### config.mk
export PLATFORM = sky130hd
export DESIGN_NAME = rr_arbiter
export DESIGN_NICKNAME = d
export VERILOG_FILES = /design/src/rtl/rr_arbiter.sv
export SDC_FILE = /design/constraint.sdc
export NUM_CORES = 1
export LEC_CHECK = 0
export ABC_AREA = 0
export BUFFER_PORTS_ARGS = -buffer_cell sky130_fd_sc_hd__buf_2
export CAP_MARGIN = 20
export CELL_PAD_IN_SITES_DETAIL_PLACEMENT = 2
export CELL_PAD_IN_SITES_GLOBAL_PLACEMENT = 2
export CORE_UTILIZATION = 25
export DETAILED_ROUTE_END_ITERATION = 10
export PLACE_DENSITY_LB_ADDON = 0.1
export SETUP_SLACK_MARGIN = 0.2
export SLEW_MARGIN = 30
export SYNTH_ARGS = -nofsm -noshare
export SYNTH_HDL_FRONTEND = slang
export SYNTH_SLANG_ARGS = --single-unit
export TNS_END_PERCENT = 50
### constraint.sdc
create_clock -name clk_i -period 2.4 [get_ports clk_i]
set_clock_uncertainty 0.2 [all_clocks]
set_input_delay 0.72 -clock clk_i [delete_from_list [all_inputs] [get_ports clk_i]]
set_output_delay 0.72 -clock clk_i [all_outputs]
set_load 0.005 [all_outputs]
### src/rtl/rr_arbiter.sv
// Round-robin arbiter: one owner at a time, registered one-hot grant, rotating priority.
// Define ARB_TIMEOUT_EN to add a watchdog that revokes a grant held for MAX_HOLD cycles.
module rr_arbiter #(
   parameter int unsigned REQ_CNT  = 4,
   parameter int unsigned MAX_HOLD = 16,
   localparam int unsigned IDX_W   = (REQ_CNT > 1) ? $clog2(REQ_CNT) : 1
) (
   input  logic               clk_i,
   input  logic               srst_i,
   input  logic [REQ_CNT-1:0] req_i,
   input  logic               done_i,
   output logic [REQ_CNT-1:0] gnt_o,
   output logic [IDX_W-1:0]   gnt_idx_o,
   output logic               gnt_val_o,
   output logic               timeout_o
);

   typedef enum logic {
      ST_IDLE,
      ST_BUSY
   } state_t;

   state_t             state_q, state_d;
   logic [IDX_W-1:0]   ptr_q, ptr_d;
   logic [REQ_CNT-1:0] gnt_q, gnt_d;
   logic [IDX_W-1:0]   idx_q, idx_d;
   logic               val_q, val_d;

`ifdef ARB_TIMEOUT_EN
   localparam int unsigned HOLD_W = $clog2(MAX_HOLD);

   logic [HOLD_W-1:0]  hold_q, hold_d;
   logic               to_q, to_d;
`endif

   logic [REQ_CNT-1:0] req_rot;
   logic               win_found;
   int unsigned        win_off;
   int unsigned        win_sum;
   logic [IDX_W-1:0]   win_idx;
   logic [REQ_CNT-1:0] win_oh;
   logic               owner_req;
   logic               release_req;
   logic [IDX_W-1:0]   ptr_nxt;

   // Rotate so that bit 0 is the requester at ptr, then take the lowest set bit.
   always_comb begin
      req_rot   = REQ_CNT'({req_i, req_i} >> ptr_q);
      win_found = 1'b0;
      win_off   = 0;
      for (int unsigned i = 0; i < REQ_CNT; i++) begin
         if (!win_found && req_rot[i]) begin
            win_found = 1'b1;
            win_off   = i;
         end
      end
      win_sum = int'(ptr_q) + win_off;
      if (win_sum >= REQ_CNT) begin
         win_sum = win_sum - REQ_CNT;
      end
      win_idx = IDX_W'(win_sum);
      win_oh  = win_found ? (REQ_CNT'(1) << win_idx) : '0;
   end

   always_comb begin
      owner_req   = |(gnt_q & req_i);
      release_req = done_i | ~owner_req;
      ptr_nxt     = (idx_q == IDX_W'(REQ_CNT - 1)) ? '0 : idx_q + 1'b1;
   end

   always_comb begin
      state_d = state_q;
      ptr_d   = ptr_q;
      gnt_d   = gnt_q;
      idx_d   = idx_q;
      val_d   = val_q;
`ifdef ARB_TIMEOUT_EN
      hold_d  = hold_q;
      to_d    = 1'b0;
`endif
      case (state_q)
         ST_IDLE: begin
            if (win_found) begin
               gnt_d   = win_oh;
               idx_d   = win_idx;
               val_d   = 1'b1;
               state_d = ST_BUSY;
`ifdef ARB_TIMEOUT_EN
               hold_d  = '0;
`endif
            end
         end
         ST_BUSY: begin
            // A normal release outranks an expiring watchdog in the same cycle.
            if (release_req) begin
               gnt_d   = '0;
               idx_d   = '0;
               val_d   = 1'b0;
               state_d = ST_IDLE;
               ptr_d   = ptr_nxt;
            end
`ifdef ARB_TIMEOUT_EN
            else if (hold_q == HOLD_W'(MAX_HOLD - 1)) begin
               gnt_d   = '0;
               idx_d   = '0;
               val_d   = 1'b0;
               state_d = ST_IDLE;
               ptr_d   = ptr_nxt;
               to_d    = 1'b1;
            end else begin
               hold_d  = hold_q + 1'b1;
            end
`endif
         end
         default: begin
            state_d = ST_IDLE;
            gnt_d   = '0;
            idx_d   = '0;
            val_d   = 1'b0;
         end
      endcase
   end

   always_ff @(posedge clk_i) begin
      if (srst_i) begin
         state_q <= ST_IDLE;
         ptr_q   <= '0;
         gnt_q   <= '0;
         idx_q   <= '0;
         val_q   <= 1'b0;
`ifdef ARB_TIMEOUT_EN
         hold_q  <= '0;
         to_q    <= 1'b0;
`endif
      end else begin
         state_q <= state_d;
         ptr_q   <= ptr_d;
         gnt_q   <= gnt_d;
         idx_q   <= idx_d;
         val_q   <= val_d;
`ifdef ARB_TIMEOUT_EN
         hold_q  <= hold_d;
         to_q    <= to_d;
`endif
      end
   end

   assign gnt_o     = gnt_q;
   assign gnt_idx_o = idx_q;
   assign gnt_val_o = val_q;
`ifdef ARB_TIMEOUT_EN
   assign timeout_o = to_q;
`else
   assign timeout_o = 1'b0;
`endif

endmodule
==> results of run 1 <==
worst max-delay path, delay by kind of cell:
| kind | cells | cell delay [ns] |
|---|---|---|
| AOI/OAI and AO/OA | 4 | 0.78 |
| xor gates and xnor gates | 2 | 0.33 |
| adders and majority gates | 1 | 0.19 |
| buffers and inverters | 1 | 0.11 |
repair_timing:
| item | CTS | global route |
|---|---|---|
| cloned | 0 | 0 |
| endpoints found under the setup margin | 5 | 5 |
| pin swaps | 1 | 0 |
| gates resized for setup | 0 | 13 |
flip-flops by register name, summed over array words and instances, names as in the netlist:
| name | cells |
|---|---|
| gnt_val_o | 1 |
| gnt_idx_o | 2 |
| ptr_q | 2 |
| gnt_o | 4 |
| state_q | 1 |
layout by cell type (no fill, tap or decap):
master	instances
sky130_fd_sc_hd__buf_4	14
sky130_fd_sc_hd__dfxtp_1	10
sky130_fd_sc_hd__nor2_1	9
sky130_fd_sc_hd__buf_2	9
sky130_fd_sc_hd__nand2_1	5
sky130_fd_sc_hd__o21a_1	4
sky130_fd_sc_hd__a21oi_1	3
sky130_fd_sc_hd__o21ai_0	3
sky130_fd_sc_hd__clkbuf_4	3
sky130_fd_sc_hd__o211ai_1	2
sky130_fd_sc_hd__xnor2_2	2
sky130_fd_sc_hd__a22o_1	2
sky130_fd_sc_hd__mux2i_1	2
sky130_fd_sc_hd__a32o_1	2
sky130_fd_sc_hd__nor3_1	1
sky130_fd_sc_hd__nor4_1	1
sky130_fd_sc_hd__nand2_2	1
sky130_fd_sc_hd__nor2_2	1
sky130_fd_sc_hd__a21oi_2	1
sky130_fd_sc_hd__nor2_4	1
sky130_fd_sc_hd__nor2b_2	1
sky130_fd_sc_hd__a221oi_2	1
sky130_fd_sc_hd__a211o_1	1
sky130_fd_sc_hd__nor2b_1	1
sky130_fd_sc_hd__o21ai_1	1
sky130_fd_sc_hd__o22ai_2	1
sky130_fd_sc_hd__and2b_1	1
sky130_fd_sc_hd__a221oi_1	1
sky130_fd_sc_hd__o21a_2	1
sky130_fd_sc_hd__nor3_2	1
sky130_fd_sc_hd__inv_1	1
sky130_fd_sc_hd__nor3b_1	1
sky130_fd_sc_hd__ha_2	1
sky130_fd_sc_hd__ha_1	1
sky130_fd_sc_hd__conb_1	1
sky130_fd_sc_hd__buf_8	1
sky130_fd_sc_hd__buf_6	1
metrics by stage:
| stage | area, µm² | hold slack [ns] | util [%] | setup slack [ns] |
|---|---|---|---|---|
| floorplan | 619.3 | 0.2639 | - | 0.02734 |
| global placement | 768.2 | 0.2447 | 37.26 | -0.08549 |
| detailed placement | 768.2 | 0.2631 | 37.26 | -0.1436 |
| CTS | 790.8 | 0.2806 | 38.35 | 0.1569 |
| global route | 828.3 | 0.2988 | 40.17 | 0.1137 |
| finish | 828.3 | 0.2679 | 40.17 | 0.2203 |
worst max-delay path by stage:
| stage | start | endpoint | slack (ns) | cells after the start |
|---|---|---|---|---|
| global route | req_i[0] | gnt_o[0]$_SDFFE_PP0P_ | 0.11 | 9 |
| finish | req_i[1] | gnt_o[3]$_SDFFE_PP0P_ | 0.22 | 8 |
| global placement | req_i[0] | gnt_o[3]$_SDFFE_PP0P_ | -0.09 | 9 |
| floorplan | req_i[0] | gnt_o[3]$_SDFFE_PP0P_ | 0.03 | 9 |
| detailed placement | req_i[0] | gnt_o[0]$_SDFFE_PP0P_ | -0.14 | 10 |
| CTS | req_i[0] | gnt_o[3]$_SDFFE_PP0P_ | 0.16 | 10 |
power groups by stage:
stage | combinational, µW | clock, µW | sequential [µW]
global route | 269 | 124 | 228
global placement | 226 | 0 | 226
CTS | 235 | 120 | 223
finish | 239 | 111 | 224
detailed placement | 234 | 0 | 227
floorplan | 143 | 0 | 223
logic make-up after synthesis:
family                     count (synthesis)
and+or+nand+nor                           24
AOI/OAI and AO/OA                         23
DFF                                       10
buffers and inverters                      5
adders and majority gates                  2
xor gates and xnor gates                   2
muxes                                      2
other                                      1
final cells by class:
| class | instances | area, µm² |
|---|---|---|
| sequential | 10 | 200.2 |
| clock buffer | 3 | 22.52 |
| inverter | 1 | 3.754 |
| multi-input combinational | 54 | 391.6 |
| timing repair buffer | 25 | 176.4 |
| tap | 27 | 33.78 |
| fill | 253 | 1234 |
per-layer routing:
layer,GRT usage [%],vias up,wire length (µm)
li1,-,296,-
met1,17.32,287,740
met5,0,-,0
met2,26.80,9,922
met4,8.571,0,14
met3,1.852,4,38
==> flow_metrics.tcl, run 1 <==
set metrics [dict create \
    holdPathEnd "gnt_val_o$_SDFFE_PP0P_" \
    synth.top_cell.area_share_pct 34.86 \
    skew_pair_late_insertion_delay_ns 0.26 \
    worstPathRequired_ns 2.35 \
    h_tree_depth 1 \
    synth-seq-area-share_pct 34.86 \
    synth_mux_area_share_pct 3.486 \
    adder_cell_share_of_the_synthesized_area_pct 4.357 \
    worst_path_max_delay_cell "sky130_fd_sc_hd__a221oi_2" \
    cts_tree "done" \
    ff2ff_path_depth 10 \
    worstReg2RegStart "ptr_q[0]$_SDFFE_PP0P_" \
    netlist-cell-type-count 29 \
    synth_most_common_cell "sky130_fd_sc_hd__nor2_1" \
    run_status "completed" \
    crit_path_max_fanout 5 \
    postSynthNetCount 78 \
    finalWeightedCongestion 0.6706 \
    grt_setup_unrepaired "yes" \
    antennaDiodeCount 0 \
    peakVddDrop_mv 0.3239 \
    floorplan.initialDensity_pct 27.85 \
    cp_slowest_stage_delay_ns 0.25 \
    place_hpwl_um 1376 \
    hold_path.startpoint "gnt_val_o$_SDFFE_PP0P_" \
    slew_violations 0 \
    synth_area_leader_cell "sky130_fd_sc_hd__dfxtp_1" \
    clkTransAtPathRegs_ns 0.06 \
    floorplan.core_area_mm2 0.002062 \
    netlist_top_cells_count "sky130_fd_sc_hd__nor2_1 (11), sky130_fd_sc_hd__dfxtp_1 (10), sky130_fd_sc_hd__nand2_1 (6)" \
    critical_path.startpoint_type "input port" \
    total_power_uw 574.2 \
    finalSetupViolations 0 \
    power_switching_share_pct 34.38 \
    parity_gate_share_of_the_synthesized_area_counting_xor_and_xnor_cells_pct 3.050 \
    fp.dieArea_mm2 0.002493 \
    cts_max_path_buffers 2 \
    crit_chain "buf_6 -> a221oi_2 -> a21oi_1 -> a211o_1 -> ha_2 -> xnor2_2 -> xnor2_2 -> a32o_1" \
    tritoncts_buffers 3 \
    netlist_area_before_placement_um2 574.3 \
    critPathMostFrequentCell "sky130_fd_sc_hd__xnor2_2" \
    drt_iter0_drc 2 \
    placedCellCount 117 \
    power.combinational.fraction_pct 41.7 \
    area.growth.synth_to_final_pct 44.23 \
    reg2reg_slack_ns 0.26 \
    routed_wirelength_um 1716 \
    cts_root_buffer "sky130_fd_sc_hd__clkbuf_4" \
    period_share_pct 90.82 \
    synth_top_family_by_area "compound AO/OA/AOI/OAI gates" \
    synthTopCellsByArea "sky130_fd_sc_hd__dfxtp_1 (35%), sky130_fd_sc_hd__nor2_1 (7.2%), sky130_fd_sc_hd__o21a_1 (5.2%), sky130_fd_sc_hd__ha_1 (4.4%), sky130_fd_sc_hd__nand2_1 (3.9%)" \
    final-instance-count-excl-fill 120 \
    synth_edf_count 0 \
    detail_route.drc_violations 0 \
    hold_violations 0 \
    seqPwrFrac_pct 39.0 \
    grt_first_pass_wirelength_um 2753 \
    grt_max_degree 10 \
    clockPowerShare_pct 19.3 \
    vias_in_the_first_global_route 612 \
    setup_repair_bufs_after_cts 0 \
    synth.yosys.warnings 0 \
    leakage_dissipation_uw 0.0003591 \
    worstHoldPathCells 1 \
    yosys.area_share.simple_pct 19.61 \
    achievable-frequency_mhz 458.8 \
    grt_antenna_before_repair 0 \
    numPortBuffers 13 \
    fp.dieH_um 49.93 \
    endpoint_kind "flop" \
    fin_setup_tns_ns 0 \
    net-switching-power_uw 197.4 \
    drtAntennaViolNets 0 \
    rows 16 \
    power_density_mw_per_mm2 693.2 \
    worst_hold_path_type "reg2reg" \
    max_cap_violations 0 \
    route.detailed.vias_per_inst 4.967 \
    cts_hold_buf 0 \
    async_flop_share_pct 0 \
    i_o_pin_count 15 \
    globalRouteOverflowTotal 0 \
    track_usage_pct 15.16 \
    worstPathArrival_ns 2.13 \
    synth_compound_gate_area_share_pct 29.63 \
    worst-setup-path-type "in2reg" \
    netlist_instances 69 \
    finalWorstPathRequiredPeriod_ns 2.180 \
    power.internal_uw 376.8 \
    nets 104 \
    regToRegEndpoint "gnt_o[3]$_SDFFE_PP0P_" \
    postSynth.topFlopCell "sky130_fd_sc_hd__dfxtp_1" \
    wire_per_inst_um 14.30 \
    detail_route.first_pass.iterations 2 \
    register_bit_count_reported_by_yosys 10 \
    clock_sink_count 10 \
    syn-mean-instance-area_um2 8.323 \
    fp.dieW_um 49.93 \
    drive_gt1_share_pct 43.01 \
    num_vias 596 \
]
(Power assumes the default switching activity.)
==> run 2: changes to the inputs <==
--- a/config.mk
+++ b/config.mk
@@ -10,11 +10,11 @@
 export CAP_MARGIN = 20
 export CELL_PAD_IN_SITES_DETAIL_PLACEMENT = 2
 export CELL_PAD_IN_SITES_GLOBAL_PLACEMENT = 2
-export CORE_UTILIZATION = 25
+export CORE_UTILIZATION = 28
 export DETAILED_ROUTE_END_ITERATION = 10
+export GPL_TIMING_DRIVEN = 0
 export PLACE_DENSITY_LB_ADDON = 0.1
 export SETUP_SLACK_MARGIN = 0.2
-export SLEW_MARGIN = 30
 export SYNTH_ARGS = -nofsm -noshare
 export SYNTH_HDL_FRONTEND = slang
 export SYNTH_SLANG_ARGS = --single-unit
==> constraint.sdc (replaced) <==
create_clock -name clk_i -period 2.3 [get_ports clk_i]
set_clock_uncertainty 0.2 [all_clocks]
set_input_delay 0.69 -clock clk_i [delete_from_list [all_inputs] [get_ports clk_i]]
set_output_delay 0.69 -clock clk_i [all_outputs]
set_load 0.005 [all_outputs]
==> flow_metrics.tcl, run 2 (synthesis results as in run 1) <==
set metrics [dict create \
    worst_hold_path_type "reg2reg" \
    leakage_dissipation_uw 0.0003511 \
    routed_wirelength_um 1649 \
    postLayoutSetupSlackWorst_ns 0.1413 \
    max_cap_violations 0 \
    route.detailed.vias_per_inst 5.017 \
    cts_root_buffer "sky130_fd_sc_hd__clkbuf_4" \
    hold_path.startpoint "gnt_val_o$_SDFFE_PP0P_" \
    ff2ff_path_depth 9 \
    worst_path_max_delay_cell "sky130_fd_sc_hd__a211o_1" \
    ff_latch_area_um2 201.4 \
    grt_first_pass_wirelength_um 2159 \
    cp_slowest_stage_delay_ns 0.25 \
    finalWorstPathRequiredPeriod_ns 2.159 \
    detail_route.first_pass.iterations 2 \
    numPortBuffers 11 \
    flip_flop_count_of_the_largest_register_all_copies_and_words_added 4 \
    drtAntennaViolNets 0 \
    detail_route.drc_violations 0 \
    dpl-instance-area_um2 708.2 \
    wire_per_inst_um 14.22 \
    worstHoldPathCells 1 \
    num_vias 582 \
    floorplan.initialDensity_pct 29.57 \
    antennaDiodeCount 0 \
    fp.dieArea_mm2 0.002236 \
    tritoncts_buffers 3 \
    slew_violations 0 \
    endpoint_kind "flop" \
    clkTransAtPathRegs_ns 0.06 \
    track_usage_pct 14.49 \
    worstPathRequired_ns 2.26 \
    critical_path.startpoint_type "input port" \
    drive_gt1_share_pct 40.45 \
    floorplan.core_area_mm2 0.001942 \
    crit_path_max_fanout 8 \
    worst-setup-path-type "in2reg" \
    finalWeightedCongestion 0.7058 \
    power_density_mw_per_mm2 731.5 \
    globalRouteOverflowTotal 0 \
    worstReg2RegStart "ptr_q[0]$_SDFFE_PP0P_" \
    skew_pair_late_insertion_delay_ns 0.26 \
    hold_violations 0 \
    i_o_pin_count 15 \
    drt_iter0_drc 5 \
    final_area_um2 823.3 \
    grt_max_degree 9 \
    worst_path_dominant_cell_family "compound AO/OA/AOI/OAI gates" \
    period_share_pct 93.86 \
    critical_path_buf_inv_count 1 \
    cts_max_path_buffers 2 \
    crit_chain "clkbuf_8 -> nor2_1 -> a21oi_1 -> a21oi_1 -> a211o_1 -> ha_2 -> xnor2_2 -> xnor2_2 -> a32o_1" \
    worstPathArrival_ns 2.12 \
    fp.dieH_um 47.29 \
    grt_antenna_before_repair 0 \
    n_fill_cell 227 \
    layout.cells.most_common_list "sky130_fd_sc_hd__dfxtp_1 (9), sky130_fd_sc_hd__buf_2 (9), sky130_fd_sc_hd__nor2_1 (8), sky130_fd_sc_hd__buf_4 (8), sky130_fd_sc_hd__nand2_1 (6)" \
    vias_in_the_first_global_route 487 \
    place_hpwl_um 1104 \
    holdPathEnd "gnt_val_o$_SDFFE_PP0P_" \
    grt_setup_unrepaired "yes" \
    area.growth.synth_to_final_pct 43.36 \
    peakVddDrop_mv 0.3573 \
    regToRegEndpoint "gnt_o[2]$_SDFFE_PP0P_" \
    footprint_of_the_multi_input_gates_um2 387.9 \
    run_status "completed" \
    dp_slack_ns -0.2541 \
    clock_sink_count 10 \
    nets 100 \
    holdWs_ns 0.2710 \
    achievable-frequency_mhz 463.2 \
    h_tree_depth 1 \
    fp.dieW_um 47.29 \
    reg2reg_slack_ns 0.17 \
    cts_hold_buf 0 \
    finalSetupViolations 0 \
    rows 16 \
    cts_tree "done" \
]
## run 2: per-layer routing
metal  wire, µm  vias to the layer above  global-route usage [%]
li1           -                      288                       -
met1        714                      286                   17.91
met2        891                        6                   23.56
met3         29                        2                   1.154
met4         13                        0                   10.29
met5          0                        -                       0
## run 2: worst max-delay path by stage
stage / from / to / slack, ns / depth (start not counted)
4_1_cts: ptr_q[0]$_SDFFE_PP0P_ / gnt_o[2]$_SDFFE_PP0P_ / 0.14 / 9
3_3_place_gp: req_i[1] / gnt_o[2]$_SDFFE_PP0P_ / -0.23 / 9
3_5_place_dp: req_i[1] / gnt_o[0]$_SDFFE_PP0P_ / -0.25 / 9
2_1_floorplan: req_i[0] / gnt_o[3]$_SDFFE_PP0P_ / -0.04 / 9
6_report: req_i[2] / gnt_o[2]$_SDFFE_PP0P_ / 0.14 / 9
5_1_grt: req_i[0] / gnt_o[0]$_SDFFE_PP0P_ / 0.03 / 10
## run 2: metrics by stage
stage	instances	setup TNS [ns]	util (%)	total power, µW
6_report	116	0	42.40	602.3
5_1_grt	116	0	42.40	645.9
4_1_cts	113	0	40.66	599.1
3_5_place_dp	107	-1.179	36.47	449.2
3_3_place_gp	107	-1.121	36.47	445.5
2_1_floorplan	69	-0.08684	-	382.3
## run 2: final cells by class
type | count | share of cell area, %
Tap cell | 27 | 4.103
Sequential cell | 10 | 24.47
Clock buffer | 3 | 2.736
Timing Repair Buffer | 17 | 14.29
Buffer | 4 | 6.839
Inverter | 1 | 0.4559
Multi-Input combinational cell | 54 | 47.11
## run 2: repair_timing
action	4_1_cts	5_1_grt
buffers inserted	3	3
gates resized for setup	11	4
gates cloned	0	0
pin swaps	1	0
setup endpoints to repair	6	5
endpoints found under the hold margin	0	0
## run 2: report_power, final
part / switching, µW / total (µW) / internal (µW)
logic: 118 / 251 / 133
registers: 26.9 / 232 / 205
clock network: 59.1 / 120 / 60.5
total: 204 / 602 / 398
